**src/rtl/key_pulse_driver.sv**
```systemverilog
// Key pulse driver: turns single-cycle event flags into timed ON/GAP
// pulses on a board output, queueing flags that arrive while busy.
module key_pulse_driver #(
  parameter int                   CNT_WIDTH  = 21,
  parameter logic [CNT_WIDTH-1:0] ON_MAX     = 21'd1_999_999,
  parameter logic [CNT_WIDTH-1:0] GAP_MAX    = 21'd1_999_999,
  parameter int                   PEND_WIDTH = 4
) (
  input  logic                  clk,
  input  logic                  rst_n,
  input  logic                  ev_flag,
  input  logic                  clr,
  output logic                  out_level,
  output logic                  busy,
  output logic [PEND_WIDTH-1:0] pend_cnt,
  output logic                  overflow
);

  typedef enum logic [1:0] {
    IDLE = 2'd0,
    ON   = 2'd1,
    GAP  = 2'd2
  } state_t;

  localparam logic [PEND_WIDTH-1:0] PEND_MAX = '1;

  state_t                state_q;
  state_t                state_d;
  logic [CNT_WIDTH-1:0]  cnt_q;
  logic [CNT_WIDTH-1:0]  cnt_d;
  logic [PEND_WIDTH-1:0] pend_d;
  logic                  ovf_d;

  logic [CNT_WIDTH-1:0]  cnt_inc;
  logic [PEND_WIDTH-1:0] pend_inc;
  logic [PEND_WIDTH-1:0] pend_dec;
  logic                  pend_full;

  assign cnt_inc   = cnt_q + CNT_WIDTH'(1);
  assign pend_inc  = pend_cnt + PEND_WIDTH'(1);
  assign pend_dec  = pend_cnt - PEND_WIDTH'(1);
  assign pend_full = (pend_cnt == PEND_MAX);

  always_comb begin
    state_d = state_q;
    cnt_d   = cnt_q;
    pend_d  = pend_cnt;
    ovf_d   = 1'b0;
    unique case (state_q)
      IDLE: begin
        if (ev_flag) begin
          state_d = ON;
          cnt_d   = '0;
        end
      end
      ON: begin
        if (cnt_q == ON_MAX) begin
          state_d = GAP;
          cnt_d   = '0;
        end else begin
          cnt_d = cnt_inc;
        end
        if (ev_flag) begin
          if (pend_full) ovf_d = 1'b1;
          else           pend_d = pend_inc;
        end
      end
      GAP: begin
        if (cnt_q == GAP_MAX) begin
          cnt_d = '0;
          // A flag on the terminal edge cancels the dequeue
          if (pend_cnt != '0) begin
            state_d = ON;
            pend_d  = ev_flag ? pend_cnt : pend_dec;
          end else if (ev_flag) begin
            state_d = ON;
          end else begin
            state_d = IDLE;
          end
        end else begin
          cnt_d = cnt_inc;
          if (ev_flag) begin
            if (pend_full) ovf_d = 1'b1;
            else           pend_d = pend_inc;
          end
        end
      end
      default: begin
        state_d = IDLE;
        cnt_d   = '0;
        pend_d  = '0;
      end
    endcase
    if (clr) begin
      state_d = IDLE;
      cnt_d   = '0;
      pend_d  = '0;
      ovf_d   = 1'b0;
    end
  end

  always_ff @(posedge clk or negedge rst_n) begin
    if (!rst_n) begin
      state_q   <= IDLE;
      cnt_q     <= '0;
      pend_cnt  <= '0;
      out_level <= 1'b0;
      busy      <= 1'b0;
      overflow  <= 1'b0;
    end else begin
      state_q   <= state_d;
      cnt_q     <= cnt_d;
      pend_cnt  <= pend_d;
      out_level <= (state_d == ON);
      busy      <= (state_d != IDLE);
      overflow  <= ovf_d;
    end
  end

endmodule
```
**config.mk**
```make
export PLATFORM = sky130hd
export DESIGN_NAME = key_pulse_driver
export DESIGN_NICKNAME = d
export VERILOG_FILES = /design/src/rtl/key_pulse_driver.sv
export SDC_FILE = /design/constraint.sdc
export NUM_CORES = 1
export LEC_CHECK = 0
export ABC_AREA = 1
export BUFFER_PORTS_ARGS = -buffer_cell sky130_fd_sc_hd__buf_2
export CORE_MARGIN = 2
export CORE_UTILIZATION = 45
export DETAILED_ROUTE_END_ITERATION = 10
export HOLD_SLACK_MARGIN = 0.1
export SETUP_SLACK_MARGIN = 0.1
export SLEW_MARGIN = 10
export SYNTH_ARGS = -nofsm -noshare
export SYNTH_HDL_FRONTEND = slang
export SYNTH_SLANG_ARGS = --single-unit
```
**constraint.sdc**
```tcl
create_clock -name clk -period 1.6 [get_ports clk]
set_input_delay 0.08 -clock clk [delete_from_list [all_inputs] [get_ports clk]]
set_output_delay 0.08 -clock clk [all_outputs]
set_load 0.05 [all_outputs]
```
==> results of run 1 <==
-- power by group through the flow --
stage          Combinational [mW]  Clock (mW)  Sequential (mW)
2_1_floorplan               0.118           0            0.830
3_3_place_gp                0.233           0            0.805
3_5_place_dp                0.233           0            0.805
4_1_cts                     0.254       0.595            0.796
5_1_grt                     0.296       0.625            0.800
6_report                    0.265       0.570            0.799
-- state kept, by name, summed over array words and instances, names as in the netlist --
signal and flops:
overflow 1, out_level 1, cnt_q 21, pend_cnt 4
state_q 2, busy 1
-- synthesized netlist by cell type --
master     count
nor3b_1        1
nor2_8         1
a31oi_1        3
nor2_1        32
dfrtp_1       30
nand3_1       13
xnor2_1        1
a22oi_1        1
o21ai_0        6
nand4_1        5
a21boi_2       1
nand4_4        1
nor2_2         5
o21a_1         3
nand2_2        7
a2bb2oi_1      1
nor2_4         4
nand3_2        1
a21oi_1       11
o21ai_4        1
ha_1           8
nor3_1         3
o22ai_1        1
nand2_1       75
nand3_4        3
nand2_4        1
a211oi_1       2
a31o_2         1
inv_1         34
buf_2          3
xor2_1         3
o21ai_1        5
inv_2         13
-- routing by layer --
metal / routed length, um / share of wire (%) / up-vias / global-route usage (%)
met5: 0 / 0 / - / 0
met4: 59 / 1.3 / 0 / 5.66
met3: 138 / 3.0 / 6 / 3.80
met2: 2060 / 45 / 23 / 30.6
met1: 2270 / 50 / 823 / 27.4
li1: - / - / 974 / -
-- worst max path at each step --
stage | endpoint | slack (ns) | start
2_1_floorplan | pend_cnt[0] | 0.09 | pend_cnt[0]
3_3_place_gp | cnt_q[16] | -0.009 | cnt_q[1]
3_5_place_dp | cnt_q[16] | -0.02 | cnt_q[1]
4_1_cts | busy | 0.03 | cnt_q[1]
5_1_grt | cnt_q[16] | -0.05 | cnt_q[1]
6_report | cnt_q[16] | 0.04 | cnt_q[0]
-- timing repair --
| item | 4_1_cts | 5_1_grt |
|---|---|---|
| setup buffers | 3 | 3 |
| endpoints found under the hold margin | 32 | 0 |
| pin swaps | 8 | 9 |
| hold buffers | 2 | 0 |
| resized for setup | 14 | 12 |
| endpoints found under the setup margin | 25 | 27 |
-- cells by family after synthesis --
logic type / synth area share [%]
XOR/XNOR: 1.70
adder cells (fa/ha/maj): 4.86
AND/OR/NAND/NOR: 36.7
buffers and inverters: 9.30
flip-flops: 36.5
AO/OA/AOI/OAI: 10.9
-- final cells by class --
cell class | count | area, um2
clock inverters | 2 | 10.0
fillers | 419 | 1810
well taps | 52 | 65.1
clock buffers | 5 | 68.8
repair buffers | 37 | 258
multi-input cells | 200 | 1240
inverters | 47 | 179
flip-flops and latches | 30 | 756
-- worst register-to-register path, cell delays in order, from the launching register on --
cell and delay, ns:
dfrtp_1 0.40, ha_4 0.17, nand3_4 0.11, nor2_4 0.17, nand3_4 0.12, nand2_2 0.15
nand2_4 0.12, nand2_2 0.09, nand2_1 0.05, o21a_1 0.09
-- per-stage QoR --
step           power [mW]  setup slack, ns  hold slack, ns
2_1_floorplan       0.948           0.0929          -0.216
3_3_place_gp         1.04         -0.00944           0.168
6_report             1.63           0.0425           0.193
4_1_cts              1.65           0.0286           0.186
3_5_place_dp         1.04          -0.0244           0.168
5_1_grt              1.72          -0.0471           0.232
==> impl_metrics.env, run 1 <==
export IMPL_crit_cells=9
export IMPL_rr_endpoint="cnt_q[16]"
export IMPL_grt_pass1_vias=1714
export IMPL_run_status="finished, final reports clean"
export IMPL_yosys_area_top_type="dfrtp_1"
export IMPL_synth_avg_cell_area_um2=7.35
export IMPL_placedCellCount=358
export IMPL_swShare_pct=28.2
export IMPL_arrival_ns=1.73
export IMPL_vias=1826
export IMPL_maxSlewHeadroom_pct=54.1
export IMPL_crit_path_cell_trace="ha_4, nand3_4, nor2_4, nand3_4, nand2_2, nand2_4, nand2_2, nand2_1, o21a_1"
export IMPL_post_route_period_util_pct=97.3
export IMPL_path_class="reg2reg"
export IMPL_drtIter0Drc=104
export IMPL_synth_cell_types=33
export IMPL_drt_wl_total_mm=4.53
export IMPL_switchingPower_mw=0.461
export IMPL_holdCritStartpoint="ev_flag"
export IMPL_netlist_instances=280
export IMPL_die_h_um=71.6
export IMPL_startpoint_type="flip-flop"
export IMPL_p_seq_share_pct=48.9
export IMPL_syn_nets=292
export IMPL_cts_sinks=30
export IMPL_die_area_mm2=0.00513
export IMPL_viasPerCell=4.90
export IMPL_place_hpwl_mm=3.44
export IMPL_ff2ff_path_depth=9
export IMPL_gp_congestion=0.822
export IMPL_remaining_drc_errors=0
export IMPL_min_to="overflow"
export IMPL_yosysSeqAreaShare_pct=36.5
export IMPL_clock_skew_ns=0.00947
export IMPL_cts_buffer_depth=2
export IMPL_cts_buffers=5
export IMPL_cts_tree="yes"
export IMPL_top_level_ports=11
export IMPL_htreeDepth=2
export IMPL_root_buffer="clkbuf_8"
export IMPL_setup_tns_final_ns=0
export IMPL_r2r_start="cnt_q[0]"
export IMPL_grt_pass1_wl_mm=7.80
export IMPL_synth_warnings=0
export IMPL_ant_nets=0
export IMPL_critical_path_top_delay_family="simple AND/OR/NAND/NOR gates"
export IMPL_hold_violations=0
export IMPL_synth_area_mm2=0.00206
export IMPL_powerDensity_mw_per_mm2=635
export IMPL_grt_max_degree=31
export IMPL_grt_use_total_pct=19.5
export IMPL_drv_slew=0
export IMPL_diodes=0
export IMPL_antenna_found_initial=0
export IMPL_core_mm2=0.00438
export IMPL_fin_cells=373
export IMPL_ir_worst_vdd_mv=0.368
export IMPL_p_comb_share_pct=16.2
export IMPL_syn_to_final_growth_pct=25.0
export IMPL_hold_path_depth=3
export IMPL_die_x_um=71.6
export IMPL_ys_seq_elements=30
export IMPL_hold_class="in2reg"
export IMPL_cpMaxStageDelayCell="dfrtp_1"
export IMPL_yosys_top_cells_area="dfrtp_1 (36%), nand2_1 (14%), inv_1 (6.2%)"
export IMPL_insertion_delay_ns=0.28
export IMPL_final_core_util_pct=58.7
export IMPL_p_clk_share_pct=34.9
export IMPL_gr_total_overflow=0
export IMPL_rsz0062_at_grt="true"
export IMPL_synth_top_area_share_pct=36.5
export IMPL_drtPass1Iterations=4
export IMPL_p_leak_nw=1.27
export IMPL_final_area_mm2=0.00257
export IMPL_layout_common_cells="nand2_1 (70), inv_1 (30), nor2_1 (27)"
export IMPL_path_clk_slew_ns=0.07
export IMPL_power_internal_mw=1.17
export IMPL_wl_per_cell_um=12.1
export IMPL_cp_max_fo=9
export IMPL_finalNetCount=333
export IMPL_max_cap_violations=0
export IMPL_mostFrequentLayoutCell="nand2_1"
export IMPL_cp_num_buf_inv=0
export IMPL_cp_end_kind="flip-flop"
export IMPL_max_stage_delay_ns=0.40
export IMPL_fin_crit_ns=1.56
export IMPL_start_util_pct=46.9
export IMPL_cp_required_ns=1.78
export IMPL_fp_row_count=24
export IMPL_max_freq_mhz=642
export IMPL_placed_area_mm2=0.00235
export IMPL_worst_pin_slew_ns=0.688
export IMPL_drive_gt1_share_pct=34.6
export IMPL_port_buffer_count=10
export IMPL_ff2ff_setup_slack_ns=0.04
export IMPL_setup_viol_count_final=0
Note: power is estimated with default switching activity, not from simulation.
==> run 2, diff against run 1 <==
Settings changed: RECOVER_POWER set to 100.
==> run 2 against run 1 <==
  * Final area is 0.49% lower
  * Sequential share of layout area is 0.14 points higher
  * Critical endpoint unchanged
  * Count of clock-buffer cells in the layout stayed put
  * First-iteration DRC count fell by 15%
  * Largest cell class unchanged
  * Maximum frequency is essentially flat
  * Via count hardly changed
==> impl_metrics.env, run 2 (same netlist as run 1, synthesis figures left out) <==
export IMPL_run_status="finished, final reports clean"
export IMPL_syn_to_final_growth_pct=24.4
export IMPL_path_class="reg2reg"
export IMPL_fp_row_count=24
export IMPL_cts_buffers=5
export IMPL_powerDensity_mw_per_mm2=637
export IMPL_multi_input_area_mm2=0.00123
export IMPL_largest_register_ffs=21
export IMPL_grt_max_degree=31
export IMPL_setup_viol_count_final=0
export IMPL_die_area_mm2=0.00513
export IMPL_critical_path_top_delay_family="simple AND/OR/NAND/NOR gates"
export IMPL_hold_class="in2reg"
export IMPL_fin_ws_ns=0.0424
export IMPL_drt_wl_total_mm=4.54
export IMPL_clock_skew_ns=0.0101
export IMPL_place_hpwl_mm=3.44
export IMPL_core_mm2=0.00438
export IMPL_cp_required_ns=1.78
export IMPL_arrival_ns=1.73
export IMPL_antenna_found_initial=0
export IMPL_grt_use_total_pct=19.5
export IMPL_diodes=0
export IMPL_top_regs="cnt_q x21, pend_cnt x4, state_q x2"
export IMPL_maxSlewHeadroom_pct=48.8
export IMPL_cts_sinks=30
export IMPL_finalNetCount=333
export IMPL_cp_end_kind="flip-flop"
export IMPL_start_util_pct=46.9
export IMPL_grt_pass1_wl_mm=7.80
export IMPL_max_cap_violations=0
export IMPL_post_route_period_util_pct=97.4
export IMPL_cts_tree="yes"
export IMPL_fin_crit_ns=1.56
export IMPL_max_freq_mhz=642
export IMPL_drv_slew=0
export IMPL_crit_path_cell_trace="ha_4, nand3_4, nor2_4, nand3_4, nand2_2, nand2_4, nand2_2, nand2_1, o21a_1"
export IMPL_cpMaxStageDelayCell="dfrtp_1"
export IMPL_path_clk_slew_ns=0.07
export IMPL_insertion_delay_ns=0.28
export IMPL_mostFrequentLayoutCell="nand2_1"
export IMPL_die_h_um=71.6
export IMPL_nFillCells=423
export IMPL_max_stage_delay_ns=0.40
export IMPL_pre_cts_slack_ns=-0.0244
export IMPL_setup_tns_final_ns=0
export IMPL_drive_gt1_share_pct=32.4
export IMPL_drtPass1Iterations=7
export IMPL_cp_max_fo=9
export IMPL_grt_pass1_vias=1714
export IMPL_vias=1825
export IMPL_top_level_ports=11
export IMPL_htreeDepth=2
export IMPL_die_x_um=71.6
export IMPL_gp_congestion=0.822
export IMPL_worst_pin_slew_ns=0.769
export IMPL_hold_violations=0
export IMPL_rsz0062_at_grt="true"
export IMPL_drtIter0Drc=88
export IMPL_layout_common_cells="nand2_1 (71), inv_1 (30), nor2_1 (27)"
export IMPL_ant_nets=0
export IMPL_whs_ns=0.194
export IMPL_remaining_drc_errors=0
export IMPL_regArea_um2=756
export IMPL_port_buffer_count=10
export IMPL_wl_per_cell_um=12.2
export IMPL_cp_num_buf_inv=0
export IMPL_startpoint_type="flip-flop"
export IMPL_p_leak_nw=1.25
export IMPL_gr_total_overflow=0
export IMPL_root_buffer="clkbuf_8"
export IMPL_regMostFlops="cnt_q"
export IMPL_ir_worst_vdd_mv=0.370
export IMPL_cts_buffer_depth=2
export IMPL_viasPerCell=4.89
[run 2: cell count changes in the layout (fill, tap and decap cells not counted), sizes merged]
cell / change
clkbuf: +9
buf: -9
[run 2: per-layer routing]
layer	up-vias	track usage, %	part of all wire, %
li1	974	-	-
met1	823	27.4	50
met2	22	30.6	45
met3	6	3.80	3.4
met4	0	5.66	1.3
met5	-	0	0
[run 2: worst paths after layout]
| kind | depth (start not counted) | from | endpoint | slack, ns |
|---|---|---|---|---|
| min | 3 | ev_flag | overflow | 0.19 |
| max | 9 | cnt_q[0] | cnt_q[16] | 0.04 |
| min reg2reg | 2 | cnt_q[19] | cnt_q[19] | 0.53 |
| max in group asynchronous | 2 | rst_n | pend_cnt[0] | 0.66 |
| min in group asynchronous | 2 | rst_n | cnt_q[3] | 0.40 |
| max reg2reg | 9 | cnt_q[0] | cnt_q[16] | 0.04 |
[run 2: tightest hold or removal path, stage by stage]
cell and delay [ns]:
buf_2 0.17, nand3_1 0.12, nor3b_1 0.06
[run 2: what timing repair did]
action	CTS	global route
cloned	0	0
resized for setup	14	12
hold buffers	2	0
hold endpoints to repair	32	0
endpoints found under the setup margin	25	27
buffers inserted	3	3
pin swaps	8	9
[run 2: layout make-up]
cell class | count | share of cell area [%]
flip-flops and latches | 30 | 29.5
well taps | 52 | 2.54
inverters | 47 | 6.99
repair buffers | 37 | 9.67
clock inverters | 2 | 0.391
clock buffers | 5 | 2.69
multi-input cells | 200 | 48.2
[run 2: power by group]
part           internal (mW)  total, mW  switching (mW)
clock                  0.291      0.571           0.280
combinational          0.100      0.262           0.162
sequential             0.780      0.799          0.0196
total                   1.17       1.63           0.461
[run 2: metrics by stage]
| stage | area (um2) | cells | power (mW) | utilization (%) |
|---|---|---|---|---|
| finish | 2560 | 373 | 1.63 | 58.4 |
| floorplan | 2100 | 280 | 0.948 | - |
| detailed placement | 2350 | 358 | 1.04 | 53.5 |
| global placement | 2350 | 358 | 1.04 | 53.5 |
| CTS | 2520 | 370 | 1.65 | 57.4 |
| global route | 2560 | 373 | 1.72 | 58.4 |
==> run 3, diff against run 2 <==
Clock period 1.6 ns to 1.56 ns, I/O delays scaled along.
==> run 3 against run 2 <==
  * The run now ends with negative setup slack left
  * Sequential cell count did not move
  * Wire length is 3.2% higher
  * Global-route usage is 0.46 points higher
  * Highest routed layer unchanged
  * Die area unchanged
  * Setup slack got worse by 0.075 ns
==> impl_metrics.env, run 3 (same netlist as run 1, synthesis figures left out) <==
export IMPL_port_buffer_count=10
export IMPL_p_comb_share_pct=17.3
export IMPL_hold_class="in2reg"
export IMPL_largest_register_ffs=21
export IMPL_cts_sinks=30
export IMPL_path_class="reg2reg"
export IMPL_drive_gt1_share_pct=35.8
export IMPL_antenna_found_initial=0
export IMPL_p_leak_nw=1.29
export IMPL_cp_max_fo=5
export IMPL_core_mm2=0.00438
export IMPL_startpoint_type="flip-flop"
export IMPL_maxSlewHeadroom_pct=50.1
export IMPL_ff2ff_path_depth=9
export IMPL_finalNetCount=343
export IMPL_rr_endpoint="busy"
export IMPL_setup_tns_final_ns=-0.0483
export IMPL_arrival_ns=1.77
export IMPL_top_level_ports=11
export IMPL_vias=1895
export IMPL_cp_end_kind="flip-flop"
export IMPL_ff2ff_setup_slack_ns=-0.03
export IMPL_p_clk_share_pct=34.8
export IMPL_die_h_um=71.6
export IMPL_switchingPower_mw=0.470
export IMPL_fin_ws_ns=-0.0326
export IMPL_grt_use_total_pct=19.9
export IMPL_layout_common_cells="nand2_1 (63), inv_1 (31), buf_4 (31)"
export IMPL_mostFrequentLayoutCell="nand2_1"
export IMPL_violations="negative setup slack"
export IMPL_ant_nets=0
export IMPL_holdCritStartpoint="ev_flag"
export IMPL_viasPerCell=4.93
export IMPL_cts_buffer_depth=2
export IMPL_regMostFlops="cnt_q"
export IMPL_start_util_pct=46.9
export IMPL_swShare_pct=27.5
export IMPL_nFillCells=417
export IMPL_root_buffer="clkbuf_8"
export IMPL_fp_row_count=24
export IMPL_multi_input_area_mm2=0.00130
export IMPL_clock_skew_ns=0.00403
export IMPL_final_core_util_pct=61.5
export IMPL_path_clk_slew_ns=0.06
export IMPL_cp_required_ns=1.74
export IMPL_wl_per_cell_um=12.2
export IMPL_insertion_delay_ns=0.28
export IMPL_gr_total_overflow=0
export IMPL_drt_wl_total_mm=4.68
export IMPL_whs_ns=0.197
export IMPL_run_status="complete, but fails checks"
export IMPL_htreeDepth=2
export IMPL_die_x_um=71.6
export IMPL_fin_cells=384
export IMPL_p_seq_share_pct=47.9
export IMPL_regArea_um2=756
export IMPL_placedCellCount=361
export IMPL_crit_end="busy"
export IMPL_setup_viol_count_final=2
export IMPL_grt_pass1_vias=1769
export IMPL_drtPass1Iterations=4
export IMPL_diodes=0
export IMPL_drv_slew=0
export IMPL_fin_crit_ns=1.59
export IMPL_power_total_mw=1.71
export IMPL_worst_pin_slew_ns=0.748
export IMPL_rsz0062_at_grt="true"
export IMPL_top_regs="cnt_q x21, pend_cnt x4, state_q x2"
export IMPL_cts_buffers=5
export IMPL_power_internal_mw=1.24
export IMPL_grt_pass1_wl_mm=7.93
export IMPL_grt_max_degree=31
export IMPL_cts_tree="yes"
export IMPL_ir_worst_vdd_mv=0.501
export IMPL_powerDensity_mw_per_mm2=633
export IMPL_remaining_drc_errors=0
export IMPL_max_cap_violations=0
export IMPL_place_hpwl_mm=3.44
export IMPL_die_area_mm2=0.00513
export IMPL_post_route_period_util_pct=102
export IMPL_hold_violations=0
export IMPL_drtIter0Drc=63
export IMPL_r2r_start="cnt_q[1]"
export IMPL_syn_to_final_growth_pct=31.1
export IMPL_gp_congestion=0.839
export IMPL_cp_startpoint="cnt_q[1]"
export IMPL_max_freq_mhz=628
==> run 3: cell types whose count changed in the layout (fill, tap and decap cells not counted), moves of 2 or more <==
cell,previous run,this run
nand3_2,5,3
clkbuf_1,6,11
nand2_2,8,15
buf_6,0,2
nand2_1,71,63
clkbuf_2,3,1
nand2_4,4,6
buf_4,24,31
clkinv_2,2,0
nor2_1,27,25
==> run 3: final cells by class <==
| cell class | count | share of cell area [%] |
|---|---|---|
| Tap cell | 52 | 2.41 |
| Timing Repair Buffer | 46 | 11.9 |
| Multi-Input combinational cell | 201 | 48.1 |
| Sequential cell | 30 | 28.0 |
| Inverter | 47 | 6.63 |
| Clock buffer | 8 | 2.97 |
==> run 3: what timing repair did <==
item,CTS,global route
buffers inserted,7,6
resized for setup,8,32
setup endpoints to repair,28,30
pin swaps,6,12
cloned,0,1
hold endpoints to repair,32,0
hold buffers,2,0
==> run 3: worst min-delay path by stage <==
stage,to,cells past startpoint
floorplan,busy,0
global placement,cnt_q[1],1
detailed placement,cnt_q[1],1
CTS,overflow,3
global route,overflow,3
finish,overflow,3
==> run 3: critical path, stage by stage (launching register included) <==
cell	delay (ns)
dfrtp_1	0.39
ha_4	0.17
nand3_4	0.10
nor2_4	0.19
nand3_4	0.14
nand2_4	0.11
nand2_4	0.07
o21a_1	0.20
nand2_2	0.07
nand2_1	0.05
==> run 3: power by group through the flow <==
stage / Combinational [mW] / Sequential, mW / Clock [mW]
floorplan: 0.124 / 0.856 / 0
global placement: 0.245 / 0.832 / 0
detailed placement: 0.250 / 0.833 / 0
CTS: 0.289 / 0.819 / 0.607
global route: 0.331 / 0.821 / 0.663
finish: 0.296 / 0.818 / 0.594
==> run 3: metrics by stage <==
step	instance area (um2)	setup slack, ns
2_1_floorplan	2110	0.0529
3_3_place_gp	2380	-0.0581
3_5_place_dp	2380	-0.0659
4_1_cts	2560	-0.0575
5_1_grt	2700	-0.133
6_report	2700	-0.0326
==> run 3: per-layer routing <==
metal  vias up  wire length, um  track usage (%)
met5         -                0                0
li1        982                -                -
met1       879             2240             27.1
met4         0               68             7.55
met3         7              171             4.22
met2        27             2210             31.3
